<file path="src/rtl/audio_i2s_tx.sv">
// ============================================================================
//  Module      : audio_i2s_tx
//  Description : I2S transmitter for the WM8731 DAC (codec as slave). Generates
//                XCK/BCLK/LRCK and serialises crossfed stereo samples.
//  Revision    : 1.0 - initial release
// ============================================================================
`default_nettype none

module audio_i2s_tx #(
    parameter int SAMPLE_W  = 16,
    parameter int BCLK_HALF = 8
) (
    input  logic                clk,
    input  logic                rst,
    input  logic [SAMPLE_W-1:0] ldata,
    input  logic [SAMPLE_W-1:0] rdata,
    input  logic                exchan,
    input  logic                mix,
    output logic                sample_stb,
    output logic                aud_xck,
    output logic                aud_bclk,
    output logic                aud_daclrck,
    output logic                aud_dacdat
);

    localparam int c_word_w = 2 * SAMPLE_W;
    localparam int c_slot_w = $clog2(c_word_w);
    localparam int c_div_w  = (BCLK_HALF > 1) ? $clog2(BCLK_HALF) : 1;
    localparam int c_ext_w  = SAMPLE_W + 2;

    localparam logic [c_div_w-1:0]  c_div_last = c_div_w'(BCLK_HALF - 1);
    localparam logic [c_div_w-1:0]  c_div_one  = c_div_w'(1);
    localparam logic [c_slot_w-1:0] c_slot_one = c_slot_w'(1);

    logic [c_div_w-1:0]         r_div;
    logic [c_slot_w-1:0]        r_slot;
    logic [c_word_w-1:0]        r_word;

    logic [SAMPLE_W-1:0]        w_a;
    logic [SAMPLE_W-1:0]        w_b;
    logic signed [c_ext_w-1:0]  w_a_ext;
    logic signed [c_ext_w-1:0]  w_b_ext;
    logic signed [c_ext_w-1:0]  w_sum_l;
    logic signed [c_ext_w-1:0]  w_sum_r;
    logic signed [c_ext_w-1:0]  w_mix_l;
    logic signed [c_ext_w-1:0]  w_mix_r;
    logic [SAMPLE_W-1:0]        w_out_l;
    logic [SAMPLE_W-1:0]        w_out_r;
    logic [c_slot_w-1:0]        w_slot_next;
    logic [c_slot_w-1:0]        w_bit_idx;

    assign w_a     = exchan ? rdata : ldata;
    assign w_b     = exchan ? ldata : rdata;
    assign w_a_ext = {{2{w_a[SAMPLE_W-1]}}, w_a};
    assign w_b_ext = {{2{w_b[SAMPLE_W-1]}}, w_b};

    // 3*x + y fits in SAMPLE_W+2 signed bits even at full-scale negative input
    assign w_sum_l = (w_a_ext <<< 1) + w_a_ext + w_b_ext;
    assign w_sum_r = (w_b_ext <<< 1) + w_b_ext + w_a_ext;
    assign w_mix_l = w_sum_l >>> 2;
    assign w_mix_r = w_sum_r >>> 2;
    assign w_out_l = mix ? w_mix_l[SAMPLE_W-1:0] : w_a;
    assign w_out_r = mix ? w_mix_r[SAMPLE_W-1:0] : w_b;

    // Slot k carries word bit (2*SAMPLE_W - k) mod 2*SAMPLE_W; the frame word
    // width is a power of two, so both wraps fall out of modular arithmetic.
    assign w_slot_next = r_slot + c_slot_one;
    assign w_bit_idx   = ~w_slot_next + c_slot_one;

    always_ff @(posedge clk) begin
        if (rst) begin
            r_div       <= '0;
            r_slot      <= '0;
            r_word      <= '0;
            sample_stb  <= 1'b0;
            aud_xck     <= 1'b0;
            aud_bclk    <= 1'b0;
            aud_daclrck <= 1'b0;
            aud_dacdat  <= 1'b0;
        end else begin
            aud_xck    <= ~aud_xck;
            sample_stb <= 1'b0;

            if (r_div == c_div_last) begin
                r_div    <= '0;
                aud_bclk <= ~aud_bclk;
                if (aud_bclk) begin
                    r_slot      <= w_slot_next;
                    aud_daclrck <= w_slot_next[c_slot_w-1];
                    aud_dacdat  <= r_word[w_bit_idx];
                    sample_stb  <= (w_slot_next == '0);
                end
            end else begin
                r_div <= r_div + c_div_one;
            end

            // The word is captured during the strobe cycle itself: slot 0 still
            // sends the old LSB, and slot 1 is the first reader of the new word.
            if (sample_stb) begin
                r_word <= {w_out_l, w_out_r};
            end
        end
    end

endmodule

`default_nettype wire
</file>
<file path="config.mk">
export PLATFORM = sky130hd
export DESIGN_NAME = audio_i2s_tx
export DESIGN_NICKNAME = d
export VERILOG_FILES = /design/src/rtl/audio_i2s_tx.sv
export SDC_FILE = /design/constraint.sdc
export NUM_CORES = 1
export LEC_CHECK = 0
export CAP_MARGIN = 20
export CORE_UTILIZATION = 60
export CTS_BUF_LIST = sky130_fd_sc_hd__clkbuf_4
export CTS_CLUSTER_DIAMETER = 40
export DETAILED_ROUTE_END_ITERATION = 10
export PLACE_DENSITY = 0.88
export SYNTH_ARGS = -nofsm -noshare
export SYNTH_HDL_FRONTEND = slang
export SYNTH_SLANG_ARGS = --single-unit
</file>
<file path="constraint.sdc">
create_clock -name clk -period 8.1 [get_ports clk]
set_clock_uncertainty 0.05 [all_clocks]
set_input_delay 0.81 -clock clk [delete_from_list [all_inputs] [get_ports clk]]
set_output_delay 0.81 -clock clk [all_outputs]
set_load 0.02 [all_outputs]
</file>
==> results.md <==
* Sw Share at 41.9%
* Post-DP HPWL at 8770 um
* Slew Viols, Final at 0
* Fraction of layout instances using a drive strength above 1 at 11.7%
* Sequential share of the synthesized area at 18.9%
* Grt total ovfl at 0
* Via/cell ratio at 6.48
* Final Hold Viols at 0
* Die area at 0.00814 mm^2
* Yosys synthesis warning count at 0
* DR WL/cell at 17.8 um
* CTS tree: built
* Worst hold path class: reg -> reg
* Worst-skew pair later-pin latency at 0.37 ns
* Gpl congestion at 0.901
* Total clock buffers created by CTS at 5
* Distinct cells, synth at 60
* # rows at 31
* Setup TNS at 0 ns
* Vias at 4,119
* Final setup viols at 0
* Routed WL at 11,300 um
* Drt drc at 0
* Min cycle time layout at 4.68 ns
* Synth Instances at 513
* Vias in the first global route at 4,078
* Die W at 90.2 um
* Post-synth top area cell: dfxtp_1
* Ys async rst share at 0%
* DR iter-0 viols at 208
* Post-Syn Area at 0.00467 mm^2
* Number of flops mapped to enable cells by yosys at 0
* Leading post-synthesis cells by instance count: nand2_1 (45), dfxtp_1 (44), a21oi_1 (41)
* Core area at 0.00737 mm^2
* Worst EP required at 8.32 ns
* Hold path depth at 1
* Cell with the most instances after synthesis: nand2_1
* Post-route setup slack at 3.42 ns
* CTS clk-pin slew, worst paths at 0.14 ns
* Status: finished clean
* Reg2reg setup slack at 4.91 ns
* Synth top area cells: dfxtp_1 (19%), fa_1 (14%), ha_1 (9.1%)
* Final #Nets at 638
* CTS root buffer: clkbuf_4
* CTS sink count at 44
* Total of max-cap violations at 0
* Fmax at 0.214 GHz
* Rel. slew slack at 44.3%
* Final Cycle Share at 57.7%
* Clock Path Buffers at 2
* Area Growth Syn to Fin at 10.9%
* Ports at 41
* CP Launch Type: primary input
* Die height at 90.2 um
* Leak Pwr at 0.00196 uW
* Setup WS pre-CTS at 3.14 ns
* Crit-path max FO at 32
* Post-CTS sizing at 0
* Pint at 524 uW
* Slew @ Worst Pin at 0.835 ns
* Crit Path Class: in -> reg
* First-pass GRT wire length at 18,900 um
* R2R cell count at 8
* Post-cts hold buffer count at 0
* Initial antenna violation count at 0
* Mean Syn Cell Area at 9.10 um^2
* P_sw at 378 uW
* Comb power frac at 59.9%
* Pwr/cell area at 174 mW/mm^2
* Pre-Repair DR Iteration Count at 6
* #FFs+latches synth at 44
* Antenna diode count at 0
* Starting density of the core at 63.3%
* Area share of the largest cell type after synthesis at 18.9%
* H-tree levels at 2
* Largest net degree at the start of global routing at 41
* Post-CTS Setup Inserts at 0
* Syn nets at 615
* Clock Power Share at 15.8%
* Total track usage at 28.5%
* PortBufs at 40
* Peak supply drop at 0.0000970 V
* Antenna-violating nets left at 0
* Register share of total power at 24.3%
* RSZ-0062 raised after global routing: no
* Worst path arrival time at 4.90 ns
* Worst setup EP type: flop
* Ys flop type: dfxtp_1
## area by class of cell
type	count	area (um^2)
multi-input cells	429	3620
fillers	577	2190
flip-flops and latches	44	881
repair buffers	44	430
well taps	99	124
inverters	12	45.0
clock inverters	3	42.5
clock buffers	5	37.5
## flip-flops by register name, summed over array words and instances, names as in the netlist
| register | count |
|---|---|
| aud_bclk | 1 |
| aud_dacdat | 1 |
| aud_daclrck | 1 |
| aud_xck | 1 |
| r_div | 3 |
| r_slot | 4 |
| r_word | 32 |
| sample_stb | 1 |
## critical path: stages
cell and delay (ns):
clkdlybuf4s50_1 0.46, buf_4 0.36, mux2_2 0.46, fa_1 0.49, nand3_1 0.14, inv_1 0.07, fa_1 0.43, a211oi_1 0.37
nor2_1 0.14, a221o_1 0.39, a31oi_1 0.24, mux2i_1 0.21, nor2_1 0.05, a2111oi_0 0.26
## layer usage
layer | GRT usage, % | wire (um)
met1 | 33.7 | 4520
met2 | 52.5 | 5900
met3 | 3.98 | 625
met4 | 9.68 | 273
met5 | 0 | 0
## placed cells by master, fill, tap and decap left out, drive strengths merged, types with 6 or more instances in the layout
| master | n |
|---|---|
| xnor2 | 23 |
| mux4 | 8 |
| nand3 | 11 |
| a21o | 14 |
| xor2 | 10 |
| a31oi | 8 |
| o21ai | 25 |
| nand2 | 45 |
| o211ai | 7 |
| o21a | 9 |
| dfxtp | 44 |
| nor3 | 8 |
| clkdlybuf4s50 | 40 |
| nor2 | 40 |
| a211oi | 16 |
| ha | 34 |
| fa | 32 |
| inv | 12 |
| mux2 | 34 |
| o22ai | 6 |
| a21oi | 41 |
## per-stage QoR
| stage | hold slack (ns) | std cells | utilization (%) | total power [uW] | cell area [um^2] |
|---|---|---|---|---|---|
| detailed placement | 0.358 | 628 | 69.2 | 754 | 5100 |
| global placement | 0.349 | 628 | 69.2 | 735 | 5100 |
| finish | 0.370 | 636 | 70.3 | 902 | 5180 |
| CTS | 0.377 | 636 | 70.3 | 894 | 5180 |
| global route | 0.392 | 636 | 70.3 | 967 | 5180 |
| floorplan | 0.354 | 513 | - | 644 | 4670 |
## logic make-up after synthesis
| family | after synthesis | synth area share [%] |
|---|---|---|
| AO/OA/AOI/OAI | 155 | 22.6 |
| XOR/XNOR | 33 | 6.35 |
| adder cells (fa/ha/maj) | 66 | 22.8 |
| buffers and inverters | 40 | 3.62 |
| flip-flops | 44 | 18.9 |
| multiplexers | 47 | 13.3 |
| AND/OR/NAND/NOR | 128 | 12.4 |
## final timing paths
kind | startpoint | end
worst max-delay path | exchan | r_word[11]
worst min-delay path | aud_xck | aud_xck
worst max register to register | r_slot[0] | aud_dacdat
worst min register to register | aud_xck | aud_xck
## power by group through the flow
stage	logic [uW]	clock network (uW)	registers [uW]
after floorplan	420	0	224
after detailed placement	530	0	224
final	540	142	219
after global placement	511	0	223
after CTS	533	142	219
after global routing	595	152	219
No activity file was read; power rests on OpenSTA's default activity.
